**config.mk**
```make
export PLATFORM = sky130hd
export DESIGN_NAME = game_table_ctrl
export DESIGN_NICKNAME = d
export VERILOG_FILES = /design/src/rtl/game_table_ctrl.sv
export SDC_FILE = /design/constraint.sdc
export NUM_CORES = 1
export LEC_CHECK = 0
export CAP_MARGIN = 5
export CORE_ASPECT_RATIO = 0.8
export CORE_MARGIN = 10
export CORE_UTILIZATION = 54
export CTS_BUF_LIST = sky130_fd_sc_hd__clkbuf_4 sky130_fd_sc_hd__clkbuf_8
export DETAILED_ROUTE_END_ITERATION = 7
export PLACE_DENSITY = 0.9
export SLEW_MARGIN = 40
export SYNTH_ARGS = -nofsm -noshare
export SYNTH_HDL_FRONTEND = slang
export SYNTH_SLANG_ARGS = --single-unit
```
**constraint.sdc**
```tcl
create_clock -name clk -period 3.41 [get_ports clk]
set_input_delay 0.341 -clock clk [delete_from_list [all_inputs] [get_ports clk]]
set_output_delay 0.341 -clock clk [all_outputs]
set_load 0.05 [all_outputs]
```
**src/rtl/game_table_ctrl.sv**
```systemverilog
// game_table_ctrl
//
// Write-port controller for the 30x40 tile game table RAM. Two tile-update
// requesters share the single RAM write port through round-robin arbitration;
// each (row, col) request is converted to a linear address, and out-of-range
// coordinates are rejected without a write. A fill engine sweeps every cell
// with one tile code for level clear / init. The video read port is not
// touched here.
//
// Ports
//   clk, rst                 clock, synchronous active-high reset
//   fill_start, fill_val     start a full-table fill with tile code fill_val
//   fill_busy, fill_done     fill writes in progress / pulse after last write
//   reqN, rowN, colN, dataN  tile write request from requester N (N = 0, 1)
//   ackN, errN               pulse: write performed / coordinates rejected
//   ram_we, ram_waddr, ram_din  RAM write port
//
// Every output is registered; the combinational processes below compute the
// values the output registers take on the next rising edge.

module game_table_ctrl #(
    parameter int ROWS   = 30,
    parameter int COLS   = 40,
    parameter int ROW_W  = 5,
    parameter int COL_W  = 6,
    parameter int ADDR_W = 11,
    parameter int DATA_W = 4
) (
    input  logic              clk,
    input  logic              rst,
    input  logic              fill_start,
    input  logic [DATA_W-1:0] fill_val,
    output logic              fill_busy,
    output logic              fill_done,
    input  logic              req0,
    input  logic [ROW_W-1:0]  row0,
    input  logic [COL_W-1:0]  col0,
    input  logic [DATA_W-1:0] data0,
    output logic              ack0,
    output logic              err0,
    input  logic              req1,
    input  logic [ROW_W-1:0]  row1,
    input  logic [COL_W-1:0]  col1,
    input  logic [DATA_W-1:0] data1,
    output logic              ack1,
    output logic              err1,
    output logic              ram_we,
    output logic [ADDR_W-1:0] ram_waddr,
    output logic [DATA_W-1:0] ram_din
);

    typedef enum logic [0:0] {IDLE, FILL} state_t;

    localparam logic [ROW_W-1:0]  ROW_LIM = ROW_W'(ROWS);
    localparam logic [COL_W-1:0]  COL_LIM = COL_W'(COLS);
    localparam logic [ADDR_W-1:0] COLS_A  = ADDR_W'(COLS);
    localparam logic [ADDR_W-1:0] CELLS   = ADDR_W'(ROWS * COLS);

    state_t              state, state_nxt;
    logic                ptr, ptr_nxt;          // 0: requester 0 wins a tie
    logic [ADDR_W-1:0]   fill_cnt, fill_cnt_nxt;
    logic [DATA_W-1:0]   fill_val_q;

    logic                elig0, elig1, grant0, grant1;
    logic                in_range0, in_range1;
    logic [ADDR_W-1:0]   addr0, addr1;

    logic                we_nxt, busy_nxt, done_nxt;
    logic                ack0_nxt, ack1_nxt, err0_nxt, err1_nxt;
    logic [ADDR_W-1:0]   waddr_nxt;
    logic [DATA_W-1:0]   din_nxt;

    // A requester answered this cycle is still holding req; masking it keeps
    // the same request from being served twice.
    assign elig0  = req0 & ~ack0 & ~err0;
    assign elig1  = req1 & ~ack1 & ~err1;
    assign grant0 = elig0 & (~elig1 | ~ptr);
    assign grant1 = elig1 & (~elig0 |  ptr);

    assign in_range0 = (row0 < ROW_LIM) && (col0 < COL_LIM);
    assign in_range1 = (row1 < ROW_LIM) && (col1 < COL_LIM);
    assign addr0     = ADDR_W'(row0) * COLS_A + ADDR_W'(col0);
    assign addr1     = ADDR_W'(row1) * COLS_A + ADDR_W'(col1);

    // State and output registers
    always_ff @(posedge clk) begin
        if (rst) begin
            state     <= IDLE;
            ptr       <= 1'b0;
            fill_cnt  <= '0;
            ram_we    <= 1'b0;
            ram_waddr <= '0;
            ram_din   <= '0;
            ack0      <= 1'b0;
            ack1      <= 1'b0;
            err0      <= 1'b0;
            err1      <= 1'b0;
            fill_busy <= 1'b0;
            fill_done <= 1'b0;
        end else begin
            state     <= state_nxt;
            ptr       <= ptr_nxt;
            fill_cnt  <= fill_cnt_nxt;
            ram_we    <= we_nxt;
            ram_waddr <= waddr_nxt;
            ram_din   <= din_nxt;
            ack0      <= ack0_nxt;
            ack1      <= ack1_nxt;
            err0      <= err0_nxt;
            err1      <= err1_nxt;
            fill_busy <= busy_nxt;
            fill_done <= done_nxt;
        end
    end

    // Fill tile code is captured only when a fill is launched from IDLE.
    always_ff @(posedge clk) begin
        if (state == IDLE && fill_start) begin
            fill_val_q <= fill_val;
        end
    end

    // Next-state logic
    always_comb begin
        state_nxt = state;
        case (state)
            IDLE: if (fill_start) state_nxt = FILL;
            FILL: if (fill_cnt == CELLS) state_nxt = IDLE;
            default: state_nxt = IDLE;
        endcase
    end

    // Output / datapath logic
    always_comb begin
        we_nxt       = 1'b0;
        waddr_nxt    = '0;
        din_nxt      = '0;
        ack0_nxt     = 1'b0;
        ack1_nxt     = 1'b0;
        err0_nxt     = 1'b0;
        err1_nxt     = 1'b0;
        busy_nxt     = 1'b0;
        done_nxt     = 1'b0;
        ptr_nxt      = ptr;
        fill_cnt_nxt = fill_cnt;
        case (state)
            IDLE: begin
                if (fill_start) begin
                    // Address 0 is written straight from the launch edge, so
                    // the counter continues from 1 inside FILL.
                    we_nxt       = 1'b1;
                    din_nxt      = fill_val;
                    busy_nxt     = 1'b1;
                    fill_cnt_nxt = ADDR_W'(1);
                end else if (grant0) begin
                    ptr_nxt = 1'b1;
                    if (in_range0) begin
                        we_nxt    = 1'b1;
                        waddr_nxt = addr0;
                        din_nxt   = data0;
                        ack0_nxt  = 1'b1;
                    end else begin
                        err0_nxt = 1'b1;
                    end
                end else if (grant1) begin
                    ptr_nxt = 1'b0;
                    if (in_range1) begin
                        we_nxt    = 1'b1;
                        waddr_nxt = addr1;
                        din_nxt   = data1;
                        ack1_nxt  = 1'b1;
                    end else begin
                        err1_nxt = 1'b1;
                    end
                end
            end
            FILL: begin
                if (fill_cnt == CELLS) begin
                    // Last cell already issued: this edge produces fill_done
                    // and hands the port back to the requesters.
                    done_nxt     = 1'b1;
                    fill_cnt_nxt = '0;
                end else begin
                    we_nxt       = 1'b1;
                    waddr_nxt    = fill_cnt;
                    din_nxt      = fill_val_q;
                    busy_nxt     = 1'b1;
                    fill_cnt_nxt = fill_cnt + ADDR_W'(1);
                end
            end
            default: ;
        endcase
    end

endmodule

```
==> flow_metrics.py <==
metrics = {
    "detailed_routing": {
        "vias_per_cell": 5.76,
        "drt-pass1-iter-count": 5,
        "drc": 0,
        "drt-total-wl_microns": 6730,
        "antenna_left": 0,
        "avgRoutedWirePerCell_microns": 17.3,
        "num_vias": 2242,
        "initialDrtViolationCount": 231,
    },
    "final_layout": {
        "final_cell_area_sq_um": 3100,
        "num-nets-final": 394,
        "drive_gt1_share_pct": 5.42,
        "stdcell_count": 389,
        "seqCellArea_sq_um": 801,
        "fillCellCount": 311,
        "multi_input_area_sq_um": 1410,
        "antennaDiodeCount": 0,
        "area_growth_pct": 32.0,
    },
    "global_route": {
        "grtUsageTotal_pct": 18.0,
        "antenna_found_initial": 0,
        "overflow": 0,
        "grt_pass1_vias": 2201,
        "grt_max_degree": 14,
        "grt_pass1_wl_microns": 10900,
    },
    "timing": {
        "finalMaxSlewViolations": 0,
        "setup_viol": 0,
        "rsz0062_at_grt": "no",
        "worst_pin_slew_ns": 0.717,
        "hold_violations": 0,
        "fmax_mhz": 402,
        "relSlewSlack_pct": 52.1,
        "fin_crit_sh_pct": 72.9,
        "worst_slack_ns": 0.925,
        "tns_ns": 0,
        "fin_skew_ns": 0.00683,
        "period_minus_slack_ns": 2.49,
    },
    "clock_tree": {
        "cts_resized": 0,
        "cts_hold_buf": 0,
        "htree_levels": 2,
        "cts_root_buffer": "clkbuf_8",
        "cts_tree": "built",
        "cts.clk_slew.worst_paths_ns": 0.08,
        "clk_latency_ns": 0.29,
        "cts_buffers": 5,
        "cts_sinks": 38,
        "cts_buffer_depth": 2,
        "cts_setup_buffers": 0,
    },
    "power_and_ir_drop": {
        "p_sw_share_pct": 31.3,
        "power.density_nw_per_um2": 363,
        "seqPwrFrac_pct": 42.7,
        "p_int_uw": 773,
        "p_switching_uw": 352,
        "p_leak_nw": 1.27,
        "pwr-share-clk_pct": 29.2,
        "ir_drop_mv": 0.275,
        "finalPower_mw": 1.12,
        "p_comb_share_pct": 28.2,
    },
    "critical_path": {
        "reg2reg_from": "ack0$_SDFF_PP0_",
        "path_class": "in2reg",
        "start_kind": "input port",
        "crit_arrival_ns": 2.71,
        "rrSetupSlack_ns": 1.31,
        "r2r-end": "ram_waddr[0]$_SDFF_PP0_",
        "critPathCaptureType": "flip-flop",
        "r2r_cells": 7,
        "cp_data_required_time_ns": 3.63,
        "crit_fanout": 4,
    },
    "logic_synthesis": {
        "synthCells": 268,
        "syn_nets": 331,
        "synth_area_per_cell_sq_um": 8.76,
        "synth_seq_area_share_pct": 34.1,
        "async_flop_share_pct": 0,
        "yosysWarnings": 0,
        "ys_seq_elements": 38,
        "syn-cell-area_sq_um": 2350,
        "ys_types": 50,
        "ys.flop_type": "dfxtp_1",
        "synth_enable_flop_cells": 4,
    },
    "floorplanning": {
        "core_area_sq_um": 4200,
        "initial_core_util_pct": 55.9,
        "die_y_microns": 79.0,
        "fp.dieArea_sq_um": 7400,
        "rows": 21,
        "die_w_microns": 93.7,
        "boundaryPins": 61,
    },
    "flow_run": {
        "drv_cap": 0,
    },
    "worst_hold_path": {
        "hp-start": "fill_cnt[5]$_SDFFE_PP0P_",
        "min_path_cells": 2,
        "hp-class": "reg2reg",
        "holdPathEnd": "fill_cnt[5]$_SDFFE_PP0P_",
    },
    "placement": {
        "placed_area_sq_um": 3010,
        "dpl_worst_slack_ns": 0.634,
        "dp_cells": 381,
        "io_buffer_count": 60,
        "gp_congestion": 0.851,
        "dp_hpwl_microns": 5290,
    },
    "status": {
        "status": "finished clean",
    },
}
[metrics by stage]
step | utilization, % | hold WS [ns]
global placement | 71.5 | 0.490
floorplan | - | 0.440
CTS | 73.8 | 0.520
detailed placement | 71.5 | 0.506
global route | 73.8 | 0.538
finish | 73.8 | 0.525
[cell type report]
class	count	area share, %
Multi-Input combinational cell	195	45.4
Timing Repair Buffer	62	19.9
Sequential cell	38	25.8
Clock inverter	2	0.404
Clock buffer	6	2.66
Tap cell	57	2.30
Inverter	29	3.51
[flip-flops by register name, indices dropped and copies added, names as in the netlist]
register    count
ack0            1
ack1            1
err0            1
err1            1
fill_cnt       11
fill_done       1
fill_val_q      4
ptr             1
ram_din         4
ram_waddr      11
ram_we          1
state           1
[logic make-up after synthesis]
| family | Yosys count | synth area share [%] |
|---|---|---|
| simple gates | 86 | 20.2 |
| compound gates | 71 | 19.3 |
| flops | 38 | 34.1 |
| buf+inv | 35 | 5.91 |
| fa+ha+maj | 24 | 14.1 |
| xor+xnor | 14 | 6.39 |
[Yosys cell counts (all sizes together) (2+ instances only)]
cell	number	area (sq um)
dfxtp	34	681
inv	29	109
o21ai	29	149
nand2	26	97.6
ha	20	250
nor3	15	97.6
a21oi	11	55.1
a22oi	10	75.1
nor2	9	33.8
xor2	8	70.1
nor2b	7	43.8
clkbuf	5	18.8
nand3	5	25.0
a21o	4	30.0
edfxtp	4	120
fa	4	80.1
xnor2	4	35.0
and2	3	18.8
nand4	3	18.8
nor3b	3	22.5
a222oi	2	20.0
a31oi	2	12.5
and3	2	12.5
o41ai	2	17.5
or2	2	12.5
or3	2	12.5
xnor3	2	45.0
[power groups by stage]
stage               Combinational [mW]  Clock, mW  Sequential (mW)
global placement                 0.304          0            0.489
finish                           0.317      0.328            0.480
CTS                              0.315      0.330            0.479
floorplan                        0.159          0            0.526
global route                     0.344      0.352            0.481
detailed placement               0.313          0            0.489
[layer usage]
layer  global-route usage [%]  share of wire (%)  vias to the layer above
met1                     23.3                 43                     1057
met5                        0                  0                        -
li1                         -                  -                     1083
met3                     4.32                8.7                        8
met2                     28.9                 47                       94
met4                     5.45                1.1                        0
[how the worst max path moves through the flow]
stage	start	end	slack [ns]	cells after the start
6_report	row0[1]	ram_waddr[10]$_SDFF_PP0_	0.92	10
5_1_grt	row0[1]	ram_waddr[10]$_SDFF_PP0_	0.79	10
4_1_cts	row0[1]	ram_waddr[9]$_SDFF_PP0_	0.95	10
3_5_place_dp	row0[1]	ram_waddr[9]$_SDFF_PP0_	0.63	10
3_3_place_gp	row1[1]	ram_waddr[9]$_SDFF_PP0_	0.71	10
2_1_floorplan	row0[1]	ram_waddr[8]$_SDFF_PP0_	1.28	8
[worst max-delay path: stages]
cell	delay, ns
clkdlybuf4s50_1	0.47
ha_1	0.32
ha_1	0.16
inv_1	0.06
fa_1	0.39
xnor2_1	0.28
nand2_1	0.09
o41ai_1	0.37
a22oi_1	0.11
o21ai_0	0.10
[cells in the final DEF (no fill, tap or decap), types with 5 or more instances in the layout]
cell type	instances
inv_1	29
a21oi_1	11
nand3_1	5
xor2_1	8
clkbuf_8	6
dfxtp_1	34
nor2b_1	7
o21ai_0	28
nor2_1	9
a22oi_1	10
clkdlybuf4s50_1	60
ha_1	20
nor3_1	13
nand2_1	26
(Power assumes the default switching activity.)
